<file path="config.mk">
export PLATFORM = sky130hd
export DESIGN_NAME = if_fetch_unit
export DESIGN_NICKNAME = d
export VERILOG_FILES = /design/src/rtl/cpu_pkg.sv /design/src/rtl/if_inst_buf.sv /design/src/rtl/if_fetch_unit.sv
export SDC_FILE = /design/constraint.sdc
export NUM_CORES = 1
export LEC_CHECK = 0
export ABC_AREA = 1
export CAP_MARGIN = 20
export CORE_MARGIN = 3
export CORE_UTILIZATION = 55
export CTS_BUF_LIST = sky130_fd_sc_hd__clkbuf_2
export DETAILED_ROUTE_END_ITERATION = 16
export PLACE_DENSITY = 0.84
export SLEW_MARGIN = 15
export SYNTH_ARGS = -nofsm -noshare
export SYNTH_HDL_FRONTEND = slang
export SYNTH_SLANG_ARGS = --single-unit
</file>
<file path="constraint.sdc">
create_clock -name clk -period 13.32 [get_ports clk]
set_clock_uncertainty 0.1 [all_clocks]
set_input_delay 2.664 -clock clk [delete_from_list [all_inputs] [get_ports clk]]
set_output_delay 2.664 -clock clk [all_outputs]
set_load 0.05 [all_outputs]
</file>
<file path="src/rtl/cpu_pkg.sv">
// Shared types and constants for the fetch front end.
// Imported by the IF stage and its instruction buffer.
package cpu_pkg;

   localparam logic [31:0] INST_RESET = 32'h0000_0000;
   localparam int          PC_STEP    = 4;

   typedef enum logic [1:0] {
      IDLE,
      REQ,
      WAIT
   } fetch_state_e;

endpackage

</file>
<file path="src/rtl/if_inst_buf.sv">
// One-entry {pc, inst} holding register between memory response and IF/ID.
// Contents persist after a read so the outputs hold their last value.
module if_inst_buf
   import cpu_pkg::*;
#(
   parameter int ADDR_W = 32
) (
   input  logic              clk,
   input  logic              rst,
   input  logic              wr_en,
   input  logic [ADDR_W-1:0] wr_pc,
   input  logic [31:0]       wr_inst,
   input  logic              rd_en,
   input  logic              flush,
   output logic              valid,
   output logic [ADDR_W-1:0] rd_pc,
   output logic [31:0]       rd_inst
);

   always_ff @(posedge clk or posedge rst) begin
      if (rst) begin
         valid   <= 1'b0;
         rd_pc   <= '0;
         rd_inst <= INST_RESET;
      end else begin
         if (wr_en) begin
            rd_pc   <= wr_pc;
            rd_inst <= wr_inst;
         end
         if (flush)
            valid <= 1'b0;
         else if (wr_en)
            valid <= 1'b1;
         else if (rd_en)
            valid <= 1'b0;
      end
   end

endmodule

</file>
<file path="src/rtl/if_fetch_unit.sv">
// Instruction fetch: PC generation, single-outstanding memory handshake,
// redirect handling and the one-entry buffer feeding IF/ID.
module if_fetch_unit
   import cpu_pkg::*;
#(
   parameter int                ADDR_W   = 32,
   parameter logic [ADDR_W-1:0] RESET_PC = '0
) (
   input  logic              clk,
   input  logic              rst,
   input  logic              stall,
   input  logic              redirect_valid,
   input  logic [ADDR_W-1:0] redirect_pc,
   input  logic              wfi_hold,
   output logic              im_req,
   output logic [ADDR_W-1:0] im_addr,
   input  logic              im_ready,
   input  logic              im_rvalid,
   input  logic [31:0]       im_rdata,
   output logic [ADDR_W-1:0] pc,
   output logic [31:0]       inst,
   output logic              stall_IF
);

   fetch_state_e      state;
   fetch_state_e      state_nxt;
   logic [ADDR_W-1:0] fetch_pc;
   logic [ADDR_W-1:0] req_pc;
   logic [ADDR_W-1:0] redirect_tgt;
   logic              drop;
   logic              buf_valid;
   logic              consume;
   logic              issue;
   logic              accept;
   logic              rsp;
   logic              wr_en;

   assign redirect_tgt = {redirect_pc[ADDR_W-1:2], 2'b00};
   assign consume      = buf_valid & ~stall & ~redirect_valid;
   assign rsp          = im_rvalid & (state == WAIT);
   assign wr_en        = rsp & ~drop & ~redirect_valid;
   assign stall_IF     = ~buf_valid & ~redirect_valid;

   // A pending REQ keeps its address even if a redirect lands meanwhile
   always_comb begin
      issue     = 1'b0;
      im_req    = 1'b0;
      im_addr   = fetch_pc;
      state_nxt = state;
      unique case (state)
         IDLE: begin
            issue = ~rst & ~wfi_hold & ~redirect_valid
                  & (~buf_valid | consume);
            im_req = issue;
            if (issue)
               state_nxt = im_ready ? WAIT : REQ;
         end
         REQ: begin
            im_req  = 1'b1;
            im_addr = req_pc;
            if (im_ready)
               state_nxt = WAIT;
         end
         WAIT: begin
            if (im_rvalid)
               state_nxt = IDLE;
         end
         default: state_nxt = IDLE;
      endcase
   end

   assign accept = im_req & im_ready;

   always_ff @(posedge clk or posedge rst) begin
      if (rst) begin
         state    <= IDLE;
         fetch_pc <= RESET_PC;
         req_pc   <= RESET_PC;
         drop     <= 1'b0;
      end else begin
         state <= state_nxt;
         if (issue)
            req_pc <= fetch_pc;
         if (redirect_valid)
            fetch_pc <= redirect_tgt;
         else if (accept & ~drop)
            fetch_pc <= im_addr + ADDR_W'(PC_STEP);
         // Stale response still owed unless it is arriving right now
         if (redirect_valid &&
             (state == REQ || (state == WAIT && !im_rvalid)))
            drop <= 1'b1;
         else if (rsp)
            drop <= 1'b0;
      end
   end

   if_inst_buf #(
      .ADDR_W (ADDR_W)
   ) u_buf (
      .clk     (clk),
      .rst     (rst),
      .wr_en   (wr_en),
      .wr_pc   (req_pc),
      .wr_inst (im_rdata),
      .rd_en   (consume),
      .flush   (redirect_valid),
      .valid   (buf_valid),
      .rd_pc   (pc),
      .rd_inst (inst)
   );

endmodule

</file>
---- Yosys cells after proc, flatten, opt, wreduce, memory -nomap -nowiden ----
Index checks and enable logic that the tools add are counted.
storage, ports and cells
  register bits ........................... 132
  latch bits .............................. 0
  memory bits (writable) .................. 0
  ROM bits ................................ 0
  input port bits ......................... 71
  output and inout port bits .............. 98
  word-level logic and storage cells ...... 55
  memories ................................ 0
operators by class
  add/sub/neg operators ................... 1
  multipliers ............................. 0
  div/mod/pow operators ................... 0
  magnitude comparators ................... 0
  equality and inequality tests ........... 5
  shift operators ......................... 0
  muxes and demuxes ....................... 15
  bitwise gates (word level) .............. 18
  reductions and logical operators ........ 9
operators by type and width
  kind                   number
  $mux 32                3
  $add 32x3->32 const B  1
  $and 1x1->1            11
  $mux 2                 4
  $mux 1                 6
  $ne 2x2->1 const B     3
  $not 1->1              6
  $pmux 2 s3             1
  $reduce_bool 2->1      2
  $reduce_and 3->1       1
  $reduce_bool 3->1      1
  $eq 2x1->1 const B     1
  $eq 2x2->1 const B     1
  $logic_and 1x1->1      2
  $logic_not 2->1        1
  $pmux 1 s2             1
  $logic_not 1->1        1
  $logic_or 1x1->1       1
  $or 1x1->1             1

---- Longest topological paths before layout ----
Gate-level depths: netlist of run 1.
  depth in word-level cells ............... 10
  mapped depth ............................ 15
  gate-level depth less buffers ........... 13

---- Modules after synthesis ----
From an unflattened synthesis of run 1, not the netlist that was laid out.
second synthesis, totals
  cells, all modules ...................... 843
  area, all modules ....................... 6572.6 µm²
by module, submodules not included
  module         instances  cells each  area each (µm²)  sequential area each (µm²)
  if_fetch_unit  1          567         4048.9           1676.6
  if_inst_buf    1          276         2523.7           1626.6

---- Least setup slack after synthesis of run 1 ----
Ideal clock, no wire load.
  path kind ............................... input -> output
  from .................................... input port redirect_valid
  to ...................................... output port stall_IF
  arrival time ............................ 3.669 ns
  required time ........................... 10.556 ns
  slack ................................... 6.887 ns
  stages .................................. 3
  cells stage by stage .................... buf_2 clkbuf_1 nor2_1
between the ends
  cells in the longest elaborated chain, start to end .. 2
ends and longest elaborated chain
  element          line                 RTL
  start, declared  if_fetch_unit.sv:12  input logic redirect_valid,
  $not 1->1        if_fetch_unit.sv:42  assign stall_IF = ~buf_valid & ~redirect_valid;
  $and 1x1->1      if_fetch_unit.sv:42
  end, declared    if_fetch_unit.sv:22  output logic stall_IF
Every way passes these cells.

---- Worst setup path in the final report of run 1 ----
  from .................................... input port redirect_valid
  to ...................................... output port im_req
between the ends
  cells in the longest elaborated chain, start to end .. 5
ends and longest elaborated chain
  element        line                                      RTL
  $not 1->1 *    if_fetch_unit.sv:39, if_fetch_unit.sv:52
  $and 1x1->1    if_fetch_unit.sv:39                       assign consume = buf_valid & ~stall & ~redirect_valid;
  $or 1x1->1     if_fetch_unit.sv:53                       & (~buf_valid | consume);
  $and 1x1->1 *  if_fetch_unit.sv:53
  $pmux 1 s2 *   if_fetch_unit.sv:50                       unique case (state)
  end, declared  if_fetch_unit.sv:15                       output logic im_req,
Every way passes the cells marked *; elsewhere a longest branch is shown, timed or not.

==> metrics.md, run 1 <==
| Metric | Value |
|---|---|
| Min-delay worst type | `reg2reg` |
| Final setup fails | `0` |
| Via-to-Cell Ratio | `5.19` |
| Net switching power | `0.774 mW` |
| Internal power | `0.886 mW` |
| CTS Buf Count | `17` |
| Final ANT Viol Nets | `0` |
| # DRC | `0` |
| Clock transition at path regs | `160 ps` |
| Vias in the first global route | `5,515` |
| Nets@finish | `1,037` |
| Number of enable-type register cells in the synthesized netlist | `0` |
| Mean post-synth cell area | `8.38 um^2` |
| Final Hold Fails | `0` |
| CTS Sinks | `132` |
| Mapped Cells | `810` |
| Max Used Layer | `met4` |
| Post-Syn Area | `6790 um^2` |
| Max Cap Viol | `0` |
| #FFs+latches synth | `132` |
| Layout fillers | `926` |
| Total Neg Setup Slack | `0 ps` |
| Final Wtd Congestion | `0.882` |
| Reg2reg end | `fetch_pc[26]$_DFFE_PP0P_` |
| Vias | `5,815` |
| Synth Flop Type | `dfrtp_1` |
| Crit. End Element | `output port` |
| RSZ-0062 raised after global routing | `no` |
| Clk Latency, worst-skew pair | `750 ps` |
| Setup ws final | `5120 ps` |
| Drt first pass iters | `6` |
| Syn-to-layout area delta | `27.6%` |
| Hold_sp | `u_buf.rd_pc[18]$_DFFE_PP0P_` |
| Reg2reg setup slack | `10,070 ps` |
| Die W | `117 um` |
| Synth unique cells | `36` |
| Sequential power share | `35.7%` |
| Clk root buf | `clkbuf_2` |
| Peak VDD IR | `122 uV` |
| Commonest non-fill, non-tap cell in the layout | `nand2_1` |
| WL/cell | `14.5 um` |
| PortBufs | `166` |
| Seq/Total Area, Yosys | `48.7%` |
| Metal3 WL | `1110 um` |
| P_leak | `4.01 nW` |
| Initial antenna violation count | `0` |
| Core Area | `11,700 um^2` |
| Hold path cells | `2` |
| Yosys warns | `0` |
| Largest fanout on the critical path | `65` |
| GRT overflow | `0` |
| Largest net degree at the start of global routing | `81` |
| TritonCTS clock tree | `done` |
| # hold bufs at CTS | `0` |
| RR Startpoint | `state[1]$_DFFE_PP0P_` |
| Clock tree buffer depth | `2` |
| Initial detailed-routing violation count | `352` |
| Initial Utilization | `57.9%` |
| Async S/R FF share, synth | `100%` |
| Worst Hold Path EP | `u_buf.rd_pc[18]$_DFFE_PP0P_` |
| Die area | `13,700 um^2` |
| Most frequent cells in the layout | `nand2_1, clkdlybuf4s50_1, dfrtp_1` |
| Syn Nets | `882` |
| Total Wirelength | `16,200 um` |
| First-pass GRT wire length | `26,700 um` |
| Slew margin rel. | `34.9%` |
| Pwr dens | `192 nW/um^2` |
| Layout Cells excl Fill | `1,120` |
| Ant. Diodes | `0` |
| CP arrival | `5430 ps` |
| Dpl cells | `1,089` |
| Layout cells sized above 1 | `15.1%` |
| Top Ports | `169` |
| H-tree Lvls | `4` |
| Final worst path period share | `61.5%` |
| Placement Setup Slack | `5120 ps` |
| Global Route Usage Sum | `25.0%` |
| Clock Power Share | `14.0%` |
| Crit Path Category | `in2out` |
| Die Y | `117 um` |
| Final Critical Period | `8200 ps` |
| Sw Ratio | `46.6%` |
| Post-CTS Setup Bufs | `0` |
| Crit path required time | `10,560 ps` |
| Worst reg-to-reg path cell count | `11` |
| Site Rows | `39` |
| WL met1 | `6930 um` |
| Met2 WL post-DR | `7700 um` |
| Status | `finished, final reports clean` |
| Fmax achieved | `122 MHz` |
| Worst Max-Slew Pin Slew | `976 ps` |
| Cts repair resizes | `0` |
| Final Max Tran Viols | `0` |
| DP HPWL | `11,500 um` |
| Crit path launch type | `input port` |
| Logic pwr share | `50.4%` |
## logic make-up after synthesis
family                   after synthesis  synth area share (%)
flip-flops                           132                  48.7
AO/OA/AOI/OAI                         89                  7.03
multiplexers                          32                  5.31
XOR/XNOR                               1                 0.129
adder cells (fa/ha/maj)                1                 0.184
AND/OR/NAND/NOR                      439                  30.5
buffers and inverters                116                  8.17
## worst max-delay path, stage by stage
cell	delay (ps)
clkdlybuf4s50_1	400
buf_4	260
inv_1	290
nand3_1	180
nor2_4	100
buf_4	480
inv_2	80
nand2_2	130
clkdlybuf4s50_1	830
## cells in the mapped netlist, drive strengths merged, types with 2 or more instances
cell type | n | area, um^2
nand2 | 299 | 1230
dfrtp | 132 | 3300
nand3 | 89 | 508
inv | 77 | 289
o21ai | 75 | 375
nor2 | 43 | 263
mux2 | 32 | 360
buf | 26 | 216
clkbuf | 9 | 33.8
o21bai | 6 | 45.0
clkinv | 4 | 15.0
and2 | 3 | 18.8
o211ai | 3 | 22.5
o21a | 2 | 15.0
or2 | 2 | 12.5
## area by class of cell
cell class	instances	area, um^2	share of cell area (%)
clock buffer	17	85.1	0.983
inverter	81	307	3.54
tap	143	179	2.07
sequential	132	3300	38.2
clock inverter	14	138	1.59
multi-input combinational	562	2950	34.0
timing repair buffer	171	1700	19.6
## worst max-delay path by stage
stage	from	to	slack [ps]	cells past startpoint
after floorplan	redirect_valid	stall_IF	6890	3
after global placement	redirect_valid	im_req	5190	9
after detailed placement	redirect_valid	im_req	5120	9
after CTS	redirect_valid	im_req	5110	9
after global routing	redirect_valid	im_req	4930	9
final	redirect_valid	im_req	5120	9
## layer usage
| layer | global-route usage [%] | up-vias |
|---|---|---|
| li1 | - | 2886 |
| met1 | 31.8 | 2687 |
| met2 | 41.1 | 208 |
| met3 | 5.96 | 34 |
| met4 | 10.6 | 0 |
| met5 | 0 | - |
## power by group through the flow
| stage | clock network, mW | logic, mW | registers (mW) |
|---|---|---|---|
| after global routing | 0.255 | 0.888 | 0.609 |
| after CTS | 0.237 | 0.844 | 0.593 |
| final | 0.232 | 0.836 | 0.592 |
| after global placement | 0 | 0.833 | 0.594 |
| after detailed placement | 0 | 0.841 | 0.601 |
| after floorplan | 0 | 0.237 | 0.918 |
## flip-flops by register name, indices dropped and copies added, names as in the netlist
name           count
drop               1
u_buf.rd_pc       32
req_pc            32
u_buf.rd_inst     32
state              2
u_buf.valid        1
fetch_pc          32
## metrics by stage
stage | hold WS [ps] | area (um^2) | util, % | total power, mW
after floorplan | 367 | 6790 | - | 1.16
after detailed placement | 372 | 8430 | 72.0 | 1.44
final | 402 | 8660 | 73.9 | 1.66
after global routing | 428 | 8660 | 73.9 | 1.75
after CTS | 411 | 8660 | 73.9 | 1.67
after global placement | 365 | 8430 | 72.0 | 1.43
Power figures use the tool's default switching activity.
==> run 2, diff against run 1 <==
Settings changed: CORE_UTILIZATION 55 to 51, PLACE_DENSITY 0.84 to 0.78.
Clock period 13.32 ns to 8.51 ns, I/O delays scaled along.
==> metrics.md, run 2 (synthesis results as in run 1) <==
| Metric | Value |
|---|---|
| P_leak | `4.05 nW (+1.1%)` |
| Placement Setup Slack | `2810 ps (-2320 ps)` |
| GRT overflow | `0 (unchanged)` |
| Final setup fails | `0 (unchanged)` |
| Crit path launch type | `input port` |
| WL/cell | `14.4 um (-0.61%)` |
| CP arrival | `3900 ps (-1530 ps)` |
| Drt first pass iters | `5 (-1)` |
| Setup crit start | `redirect_valid` |
| Final worst path period share | `67.0%` |
| Worst Max-Slew Pin Slew | `730 ps (-246 ps)` |
| Status | `finished, final reports clean` |
| Syn-to-layout area delta | `29.0%` |
| Die area | `14,700 um^2 (+7.4%)` |
| Clk root buf | `clkbuf_2` |
| Nets@finish | `1,038 (+0.096%)` |
| Final ANT Viol Nets | `0 (unchanged)` |
| Crit path required time | `6710 ps (-3850 ps)` |
| DP HPWL | `11,500 um (about the same)` |
| Placed inst area | `8470 um^2 (+0.46%)` |
| Hold slack | `403 ps (+0.162 ps)` |
| Core Area | `12,800 um^2 (+9.5%)` |
| Setup ws final | `2810 ps (-2320 ps)` |
| Total Wirelength | `16,500 um (+2.1%)` |
| Largest net degree at the start of global routing | `81 (unchanged)` |
| Crit Path Category | `in2out` |
| Hold_sp | `fetch_pc[30]$_DFFE_PP0P_` |
| Die W | `121 um (+3.7%)` |
| Total Neg Setup Slack | `0 ps (unchanged)` |
| Cts repair resizes | `0 (unchanged)` |
| Met2 Use GR | `38.0% (-3.1 points)` |
| Via-to-Cell Ratio | `5.02 (-3.4%)` |
| RR Startpoint | `state[1]$_DFFE_PP0P_` |
| Slew margin rel. | `51.2% (+16 points)` |
| Site Rows | `41 (+5.1%)` |
| Final Critical Period | `5700 ps` |
| Clock transition at path regs | `200 ps (+40 ps)` |
| Fin area | `8750 um^2 (+1.1%)` |
| Initial detailed-routing violation count | `380 (+8.0%)` |
| Global Route Usage Sum | `23.6% (-1.4 points)` |
| Grt met1 use | `31.2% (-0.57 points)` |
| Final Wtd Congestion | `0.845 (-4.2%)` |
| Pwr dens | `301 nW/um^2 (+57%)` |
| Peak VDD IR | `176 uV (+44%)` |
| CTS Buf Count | `17 (unchanged)` |
| Vias in the first global route | `5,525 (+0.18%)` |
| Fmax achieved | `175 MHz` |
| Ant. Diodes | `0 (unchanged)` |
| Crit. End Element | `output port` |
| Max Cap Viol | `0 (unchanged)` |
| Top Ports | `169 (unchanged)` |
| Most frequent cells in the layout | `nand2_1, clkdlybuf4s50_1, dfrtp_1` |
| Die Y | `121 um (+3.7%)` |
| Layout cells sized above 1 | `15.3% (+0.17 points)` |
| Vias | `5,774 (-0.71%)` |
| CTS Sinks | `132 (unchanged)` |
| RSZ-0062 raised after global routing | `no` |
| Most used routing layer | `met2` |
| Commonest non-fill, non-tap cell in the layout | `nand2_1` |
| PortBufs | `166 (unchanged)` |
| Largest fanout on the critical path | `34 (-48%)` |
| Initial Utilization | `52.9% (-5.0 points)` |
| Clk Latency, worst-skew pair | `710 ps (-40 ps)` |
| First-pass GRT wire length | `27,500 um (+3.1%)` |
| Clock tree buffer depth | `2 (unchanged)` |
| H-tree Lvls | `4 (unchanged)` |
| Final Hold Fails | `0 (unchanged)` |
| TritonCTS clock tree | `done` |
| # DRC | `0 (unchanged)` |
| Initial antenna violation count | `0 (unchanged)` |
| Met3 Usage GRT | `6.34% (+0.38 points)` |
| # hold bufs at CTS | `0 (unchanged)` |
| Min-delay worst type | `reg2reg` |
| Final Max Tran Viols | `0 (unchanged)` |
| Tot Pwr | `2.63 mW (+59%)` |
| Post-CTS Setup Bufs | `0 (unchanged)` |
[run 2: path summary, 6_finish.rpt]
path	endpoint	slack (ps)	cells past startpoint
max	im_req	2810	8
min	req_pc[30]$_DFFE_PP0P_	400	2
max reg2reg	fetch_pc[24]$_DFFE_PP0P_	5180	12
min reg2reg	req_pc[30]$_DFFE_PP0P_	400	2
max in group asynchronous	u_buf.rd_pc[11]$_DFFE_PP0P_	5940	4
min in group asynchronous	state[1]$_DFFE_PP0P_	1300	2
[run 2: worst max-delay path, stage by stage]
cell and delay, ps:
clkdlybuf4s50_1 390, buf_4 260, inv_1 260, nand3_1 170
nor2_4 120, inv_2 50, nand2_2 100, clkdlybuf4s50_1 840
[run 2: report_power, final]
| group | internal (mW) | switching (mW) | total [mW] | leakage [nW] |
|---|---|---|---|---|
| clock | 0.166 | 0.234 | 0.400 | 0.153 |
| combinational | 0.436 | 0.873 | 1.31 | 2.21 |
| sequential | 0.822 | 0.102 | 0.924 | 1.69 |
| total | 1.42 | 1.21 | 2.63 | 4.05 |
[run 2: metrics by stage]
stage | cells | util [%]
after floorplan | 810 | -
final | 1151 | 68.3
after global routing | 1151 | 68.3
after global placement | 1118 | 66.1
after detailed placement | 1118 | 66.1
after CTS | 1150 | 68.0
[run 2: cell type report]
class,count,area (um^2)
Fill cell,1079,4070
Sequential cell,132,3300
Multi-Input combinational cell,562,2950
Timing Repair Buffer,172,1730
Inverter,81,309
Tap cell,172,215
Clock inverter,13,159
Clock buffer,19,95.1
[run 2: per-layer routing]
| layer | routed length, um | up-vias |
|---|---|---|
| met5 | 0 | - |
| met4 | 256 | 0 |
| met3 | 1170 | 19 |
| met2 | 7860 | 163 |
| met1 | 7250 | 2699 |
| li1 | - | 2893 |
==> run 3, diff against run 2 <==
Clock period 8.51 ns to 5.9 ns, I/O delays scaled along.
==> metrics.md, run 3 (synthesis results as in run 1) <==
| Metric | Value |
|---|---|
| PortBufs | `166 (unchanged)` |
| GRT overflow | `0 (unchanged)` |
| Fin area | `8790 um^2 (+0.37%)` |
| Post-CTS Setup Bufs | `0 (unchanged)` |
| Most frequent cells in the layout | `nand2_1, clkdlybuf4s50_1, dfrtp_1` |
| Syn-to-layout area delta | `29.5%` |
| Slew margin rel. | `40.9% (-10 points)` |
| H-tree Lvls | `4 (unchanged)` |
| Total Wirelength | `16,600 um (+0.43%)` |
| CP Cell Sequence | `inv_2 > nand2_4 > o21ai_1 > clkdlybuf4s50_1` |
| Final Max Tran Viols | `0 (unchanged)` |
| Dpl cells | `1,118 (unchanged)` |
| CP Depth | `4 (-4)` |
| Final Critical Period | `4850 ps` |
| Die area | `14,700 um^2 (unchanged)` |
| Fmax achieved | `206 MHz` |
| Min-delay worst type | `reg2reg` |
| Crit path required time | `4620 ps (-2090 ps)` |
| Met2 WL post-DR | `7720 um (-1.8%)` |
| CP arrival | `3570 ps (-330 ps)` |
| RR Startpoint | `state[1]$_DFFE_PP0P_` |
| # hold bufs at CTS | `0 (unchanged)` |
| Crit. End Element | `output port` |
| Vias | `5,802 (+0.48%)` |
| Global Route Usage Sum | `23.6% (about the same)` |
| Peak VDD IR | `334 uV (+89%)` |
| WL met1 | `7270 um (+0.25%)` |
| TritonCTS clock tree | `done` |
| WL/cell | `14.4 um (+0.52%)` |
| # DRC | `0 (unchanged)` |
| Die Y | `121 um (unchanged)` |
| P_leak | `4.05 nW (about the same)` |
| Final setup fails | `0 (unchanged)` |
| Slowest CP cell | `clkdlybuf4s50_1` |
| Nets@finish | `1,037 (-0.096%)` |
| CTS Sinks | `132 (unchanged)` |
| Final worst path period share | `82.1%` |
| Metal3 WL | `1250 um (+7.4%)` |
| Worst Hold Path EP | `u_buf.rd_pc[26]$_DFFE_PP0P_` |
| Crit path launch type | `flip-flop` |
| Setup crit start | `state[1]$_DFFE_PP0P_` |
| Ant. Diodes | `0 (unchanged)` |
| Cts repair resizes | `0 (unchanged)` |
| Reg2reg end | `fetch_pc[16]$_DFFE_PP0P_` |
| Max Cap Viol | `0 (unchanged)` |
| Clk Latency, worst-skew pair | `750 ps (+40 ps)` |
| Top Ports | `169 (unchanged)` |
| Clock tree buffer depth | `2 (unchanged)` |
| CTS Buf Count | `17 (unchanged)` |
| Layout fillers | `1,106 (+2.5%)` |
| Initial Utilization | `52.9% (unchanged)` |
| Clk root buf | `clkbuf_2` |
| Status | `finished, final reports clean` |
| Final ANT Viol Nets | `0 (unchanged)` |
| Placed inst area | `8470 um^2 (unchanged)` |
| Tot Pwr | `3.91 mW (+49%)` |
| DP HPWL | `11,600 um (+0.65%)` |
| Hold path cells | `2 (unchanged)` |
| Hold_sp | `u_buf.rd_pc[26]$_DFFE_PP0P_` |
| Initial detailed-routing violation count | `429 (+13%)` |
| Largest fanout on the critical path | `37 (+8.8%)` |
| Pwr dens | `445 nW/um^2 (+48%)` |
| First-pass GRT wire length | `27,400 um (-0.35%)` |
| Layout Cells excl Fill | `1,150 (-0.087%)` |
| Reg2reg setup slack | `2620 ps (-2560 ps)` |
| Commonest non-fill, non-tap cell in the layout | `nand2_1` |
| Core Area | `12,800 um^2 (unchanged)` |
| Drt first pass iters | `5 (unchanged)` |
| Crit path buf inv count | `2 (-3)` |
| Crit Path Category | `reg2out` |
| Layout cells sized above 1 | `15.4% (+0.12 points)` |
| Largest net degree at the start of global routing | `102 (+26%)` |
| Worst Max-Slew Pin Slew | `886 ps (+156 ps)` |
| Final Hold Fails | `0 (unchanged)` |
| Final Wtd Congestion | `0.826 (-2.3%)` |
| Initial antenna violation count | `0 (unchanged)` |
| Worst reg-to-reg path cell count | `11 (-1)` |
| Max Used Layer | `met4` |
| Clock transition at path regs | `210 ps (about the same)` |
| Slowest stage delay, CP | `900 ps (+60 ps)` |
| CP delay by family, top | `buffers and inverters` |
| Via-to-Cell Ratio | `5.05 (+0.57%)` |
| Site Rows | `41 (unchanged)` |
| Die W | `121 um (unchanged)` |
| Final core utilization | `68.5% (+0.25 points)` |
| Vias in the first global route | `5,529 (+0.072%)` |
| Total Neg Setup Slack | `0 ps (unchanged)` |
| RSZ-0062 raised after global routing | `no` |
[run 3: changes by cell type in the layout (fill, tap and decap cells not counted)]
cell and change:
bufinv_16 +2, inv_6 +1, clkinv_1 -2, clkbuf_2 -2, clkinv_4 -1, clkinv_2 -1, buf_16 -1, clkinvlp_4 +3
[run 3: stage by stage]
stage	worst slack (ps)	hold slack, ps
finish	1050	406
global route	832	436
CTS	1040	416
detailed placement	1400	372
global placement	1410	364
floorplan	1090	367
[run 3: worst max-delay path by stage]
stage,end
after global routing,im_addr[2]
after CTS,im_addr[2]
after floorplan,drop$_DFFE_PP0P_
after detailed placement,im_req
after global placement,im_req
final,im_addr[2]
[run 3: layout make-up]
cell class,count,area [um^2],share of cell area [%]
sequential,132,3300,37.6
multi-input combinational,562,2950,33.5
timing repair buffer,171,1700,19.3
inverter,81,309,3.52
clock inverter,15,229,2.61
tap,172,215,2.45
clock buffer,17,85.1,0.968
[run 3: worst register-to-register path: cells and delay by family, from the launching register on]
family / cells / cell delay, ps
adder cells (fa/ha/maj): 1 / 280
AND/OR/NAND/NOR: 7 / 1170
flip-flops: 1 / 470
AO/OA/AOI/OAI: 1 / 450
buffers and inverters: 2 / 690
[run 3: per-layer routing]
| layer | vias up | track usage (%) |
|---|---|---|
| met1 | 2722 | 31.2 |
| met2 | 174 | 37.1 |
| met5 | - | 0 |
| li1 | 2877 | - |
| met4 | 0 | 8.68 |
| met3 | 29 | 6.48 |
[run 3: where the power goes]
| group | switching [mW] | total [mW] | internal [mW] |
|---|---|---|---|
| Clock | 0.365 | 0.689 | 0.324 |
| Sequential | 0.153 | 1.34 | 1.19 |
| Combinational | 1.26 | 1.88 | 0.627 |
==> RTL edit 1 (settings of run 3) <==
`ADDR_W` is set to 32 in 2 places; all go to 64.
--- a/src/rtl/if_inst_buf.sv
+++ b/src/rtl/if_inst_buf.sv
@@ -5,3 +5,3 @@
 #(
-   parameter int ADDR_W = 32
+   parameter int ADDR_W = 64
 ) (
--- a/src/rtl/if_fetch_unit.sv
+++ b/src/rtl/if_fetch_unit.sv
@@ -5,3 +5,3 @@
 #(
-   parameter int                ADDR_W   = 32,
+   parameter int                ADDR_W   = 64,
    parameter logic [ADDR_W-1:0] RESET_PC = '0
Interface: changed (resized im_addr, pc and redirect_pc); port bits go from 169 to 265. No check against the original RTL was run, so the function may have changed too.
==> RTL edit 1 against run 3 <==
Sequential cell count rose by 96; worst hold slack got worse by 0.035 ns; wire length rose by 150%; area after synthesis rose by 85%; synthesized cell count rose by 130%; cell count rose by 110%; power rose by 67%; worst setup slack got worse by 0.61 ns; design area rose by 81%; critical path type unchanged; critical endpoint is now im_addr[63]; largest cell class is now multi-input combinational cells; highest routed layer unchanged.
==> RTL edit 1: results (changes against run 3) <==
Crit-path slowest cell=dfrtp_2; Place WS=1.47 ns (+0.0671 ns); Distinct cells, synth=31 (-14%); mux contribution to synthesized area=2.87% (-2.4 points); R2R Setup Slk=1.57 ns (-1.05 ns); adder-cell share of the synthesized area=0.0995% (-0.085 points); Buffers on Ports=262 (+58%); worst r2r dst=fetch_pc[50]; Clock Latency Late Sink=0.90 ns (+0.15 ns); worst hold slack=0.371 ns (-0.0351 ns); maximum buffer depth of the clock tree=3 (+1); CP max FO=29 (-22%); reg2reg start=state[0]; status=finished clean; Worst path max stage delay=0.86 ns (-0.04 ns); sw power=3.11 mW (+75%); synth top area cells=dfrtp_1, nand2_1, nand3_1; Synth Area in Compound Gates=7.51% (+0.49 points); combinational share of power=49.1% (+0.9 points); post-detail-place hpwl=29,800 um (+160%); Worst Reg-to-Reg Cells=16 (+5); GP Congestion=0.949 (+15%); post-layout net count=2,191 (+110%); row count=56 (+37%); synth cell count leaders=nand2_1, dfrtp_1, inv_1; initial antenna violation count=2 (+2)
-- RTL edit 1: cell types whose count changed after synthesis, moves of 33 or more --
cell,before,now
nand2_1,264,744
clkbuf_1,9,42
nor2_1,18,155
inv_1,71,202
nand3_1,78,176
o21ai_0,73,154
dfrtp_1,132,228
-- RTL edit 1: layout make-up --
class / count / area, um2 / area share [%]
antenna: 2 / 5.00 / 0.0314
clock buffer: 72 / 360 / 2.26
clock inverter: 20 / 119 / 0.747
inverter: 208 / 785 / 4.93
multi-input combinational: 1314 / 5790 / 36.4
sequential: 228 / 5710 / 35.9
tap: 319 / 399 / 2.51
timing repair buffer: 278 / 2750 / 17.3
-- RTL edit 1: per-stage QoR --
stage | power (mW) | utilization (%) | std cells
after global routing | 6.89 | 66.8 | 2441
final | 6.53 | 66.8 | 2441
after global placement | 5.46 | 64.8 | 2347
after detailed placement | 5.52 | 64.8 | 2347
after CTS | 6.57 | 66.8 | 2439
after floorplan | 4.37 | - | 1828
-- RTL edit 1: worst max-delay path: cells and delay by family (launching register included) --
family | cells | cell delay [ns]
AO/OA/AOI/OAI | 1 | 0.09
buffers and inverters | 4 | 1.50
flip-flops | 1 | 0.86
AND/OR/NAND/NOR | 2 | 0.81
-- RTL edit 1: cells by family (layout without fill, tap and decap cells) --
family / count (synthesis) / count (layout)
AND/OR/NAND/NOR: 1097 / 1097
multiplexers: 32 / 32
other: 0 / 2
buffers and inverters: 286 / 578
XOR/XNOR: 3 / 3
adder cells (fa/ha/maj): 1 / 1
flip-flops: 228 / 228
AO/OA/AOI/OAI: 181 / 181
-- RTL edit 1: per-layer routing --
layer	part of all wire (%)	global-route usage, %	up-vias
met5	0	0	-
met4	3.9	12.2	0
met3	8.8	5.38	108
met2	45	47.2	624
met1	43	42.4	5904
li1	-	-	6231
==> RTL edit 2 (flow settings as in run 3) <==
Made on the original files. Make the reset (`rst`) synchronous in 2 clocked blocks.
--- a/src/rtl/if_inst_buf.sv
+++ b/src/rtl/if_inst_buf.sv
@@ -19,3 +19,3 @@
 
-   always_ff @(posedge clk or posedge rst) begin
+   always_ff @(posedge clk) begin
       if (rst) begin
--- a/src/rtl/if_fetch_unit.sv
+++ b/src/rtl/if_fetch_unit.sv
@@ -73,3 +73,3 @@
 
-   always_ff @(posedge clk or posedge rst) begin
+   always_ff @(posedge clk) begin
       if (rst) begin
Behaviour: differs if rst is asserted again (counterexample within 4 cycles, from zero or initial values and one cycle with rst high); with rst held inactive, the same outputs for 4 cycles.
==> RTL edit 2 against run 3 <==
Synthesized cell count up 14%; global-route usage increased by 3.0 points; register-to-register slack worse by 0.16 ns; sequential cell count unchanged; core utilization decreased by 0.50 points; critical path depth did not move; design area decreased by 5.1%; wire length up 12%; worst setup slack worse by 0.11 ns; area after synthesis fell by 3.7%; largest cell class is now multi-input combinational cells.
Power is not compared: it rests on default switching activity, and its combinational part moved more than twofold at a synthesized area within 25%.
==> RTL edit 2: results (changes against run 3) <==
number of global-route vias before repair=6,114 (+11%); status=finished clean; Initial DRC Count=471 (+9.8%); Worst Path Arrival=3.68 ns (+0.11 ns); largest net degree at the start of global routing=100 (-2.0%); maximum buffer depth of the clock tree=2 (unchanged); synth top area cells=dfxtp_1, nand2_1, o21ai_0; fraction of layout cells with a size suffix above 1=12.8% (-2.6 points); reg2reg start=state[1]; R2R Setup Slk=2.46 ns (-0.16 ns); core area=12,300 um2 (-4.4%); Clock Latency Late Sink=0.71 ns (-0.04 ns); Post-synth top flop=dfxtp_1; global-route wire length before repair=30,500 um (+11%); Distinct cells, synth=37 (+2.8%); CP max FO=40 (+8.1%); ys async rst share=0% (-100 points); post-layout net count=1,135 (+9.5%); post-synth top area cell=dfxtp_1; GP Congestion=0.885 (+7.2%); Worst path max stage delay=0.92 ns (+0.02 ns); hold_sp=req_pc[2]; Slew @ Worst Pin=0.854 ns (-0.0327 ns); synth cell count leaders=nand2_1, nor2_1, dfxtp_1; Syn Nets=994 (+13%); Place WS=1.52 ns (+0.113 ns); worst r2r dst=fetch_pc[28]; DP Area=8150 um2 (-3.8%); Worst Reg-to-Reg Cells=12 (+1)
RTL edit 2: layout make-up:
class / instances / area, um2
clock inverter: 11 / 88.8
inverter: 75 / 287
tap: 168 / 210
timing repair buffer: 172 / 1720
sequential: 132 / 2640
clock buffer: 20 / 100
fill: 1094 / 3920
multi-input combinational: 665 / 3290
RTL edit 2: cell families (layout without fill, tap and decap cells):
group | Yosys count | after routing | synth area share [%]
flip-flops | 132 | 132 | 40.4
AND/OR/NAND/NOR | 475 | 475 | 35.2
buffers and inverters | 125 | 278 | 9.26
AO/OA/AOI/OAI | 189 | 189 | 15.0
adder cells (fa/ha/maj) | 1 | 1 | 0.191
RTL edit 2: per-stage QoR:
stage	util (%)	hold slack [ns]	std cells
floorplan	-	0.344	922
global route	68.0	0.402	1243
global placement	66.5	0.365	1212
finish	68.0	0.380	1243
detailed placement	66.5	0.368	1212
CTS	68.0	0.378	1243
RTL edit 2: worst register-to-register path: stages (launching register included):
cell and delay, ns:
dfxtp_1 0.38, inv_2 0.57, nand2_4 0.52, o21ai_0 0.57
ha_1 0.24, nand2_1 0.10, nor2_2 0.23, nand2_4 0.14
nor2_4 0.17, nand2_1 0.07, nand2_1 0.06, nand3_1 0.07
a21oi_1 0.14
RTL edit 2: per-layer routing:
metal / track usage (%) / part of all wire, % / vias to the layer above / wire length (um)
met5: 0 / 0 / - / 0
met4: 8.98 / 2.4 / 0 / 448
met3: 8.88 / 8.0 / 26 / 1490
met2: 44.0 / 47 / 198 / 8780
met1: 32.3 / 42 / 2882 / 7880
li1: - / - / 3244 / -
RTL edit 2: how the worst max path moves through the flow:
stage | endpoint | startpoint
after floorplan | im_req | redirect_valid
after global placement | im_req | redirect_valid
after detailed placement | im_req | redirect_valid
after CTS | im_addr[2] | state[1]
after global routing | im_addr[2] | state[1]
final | im_addr[2] | state[1]
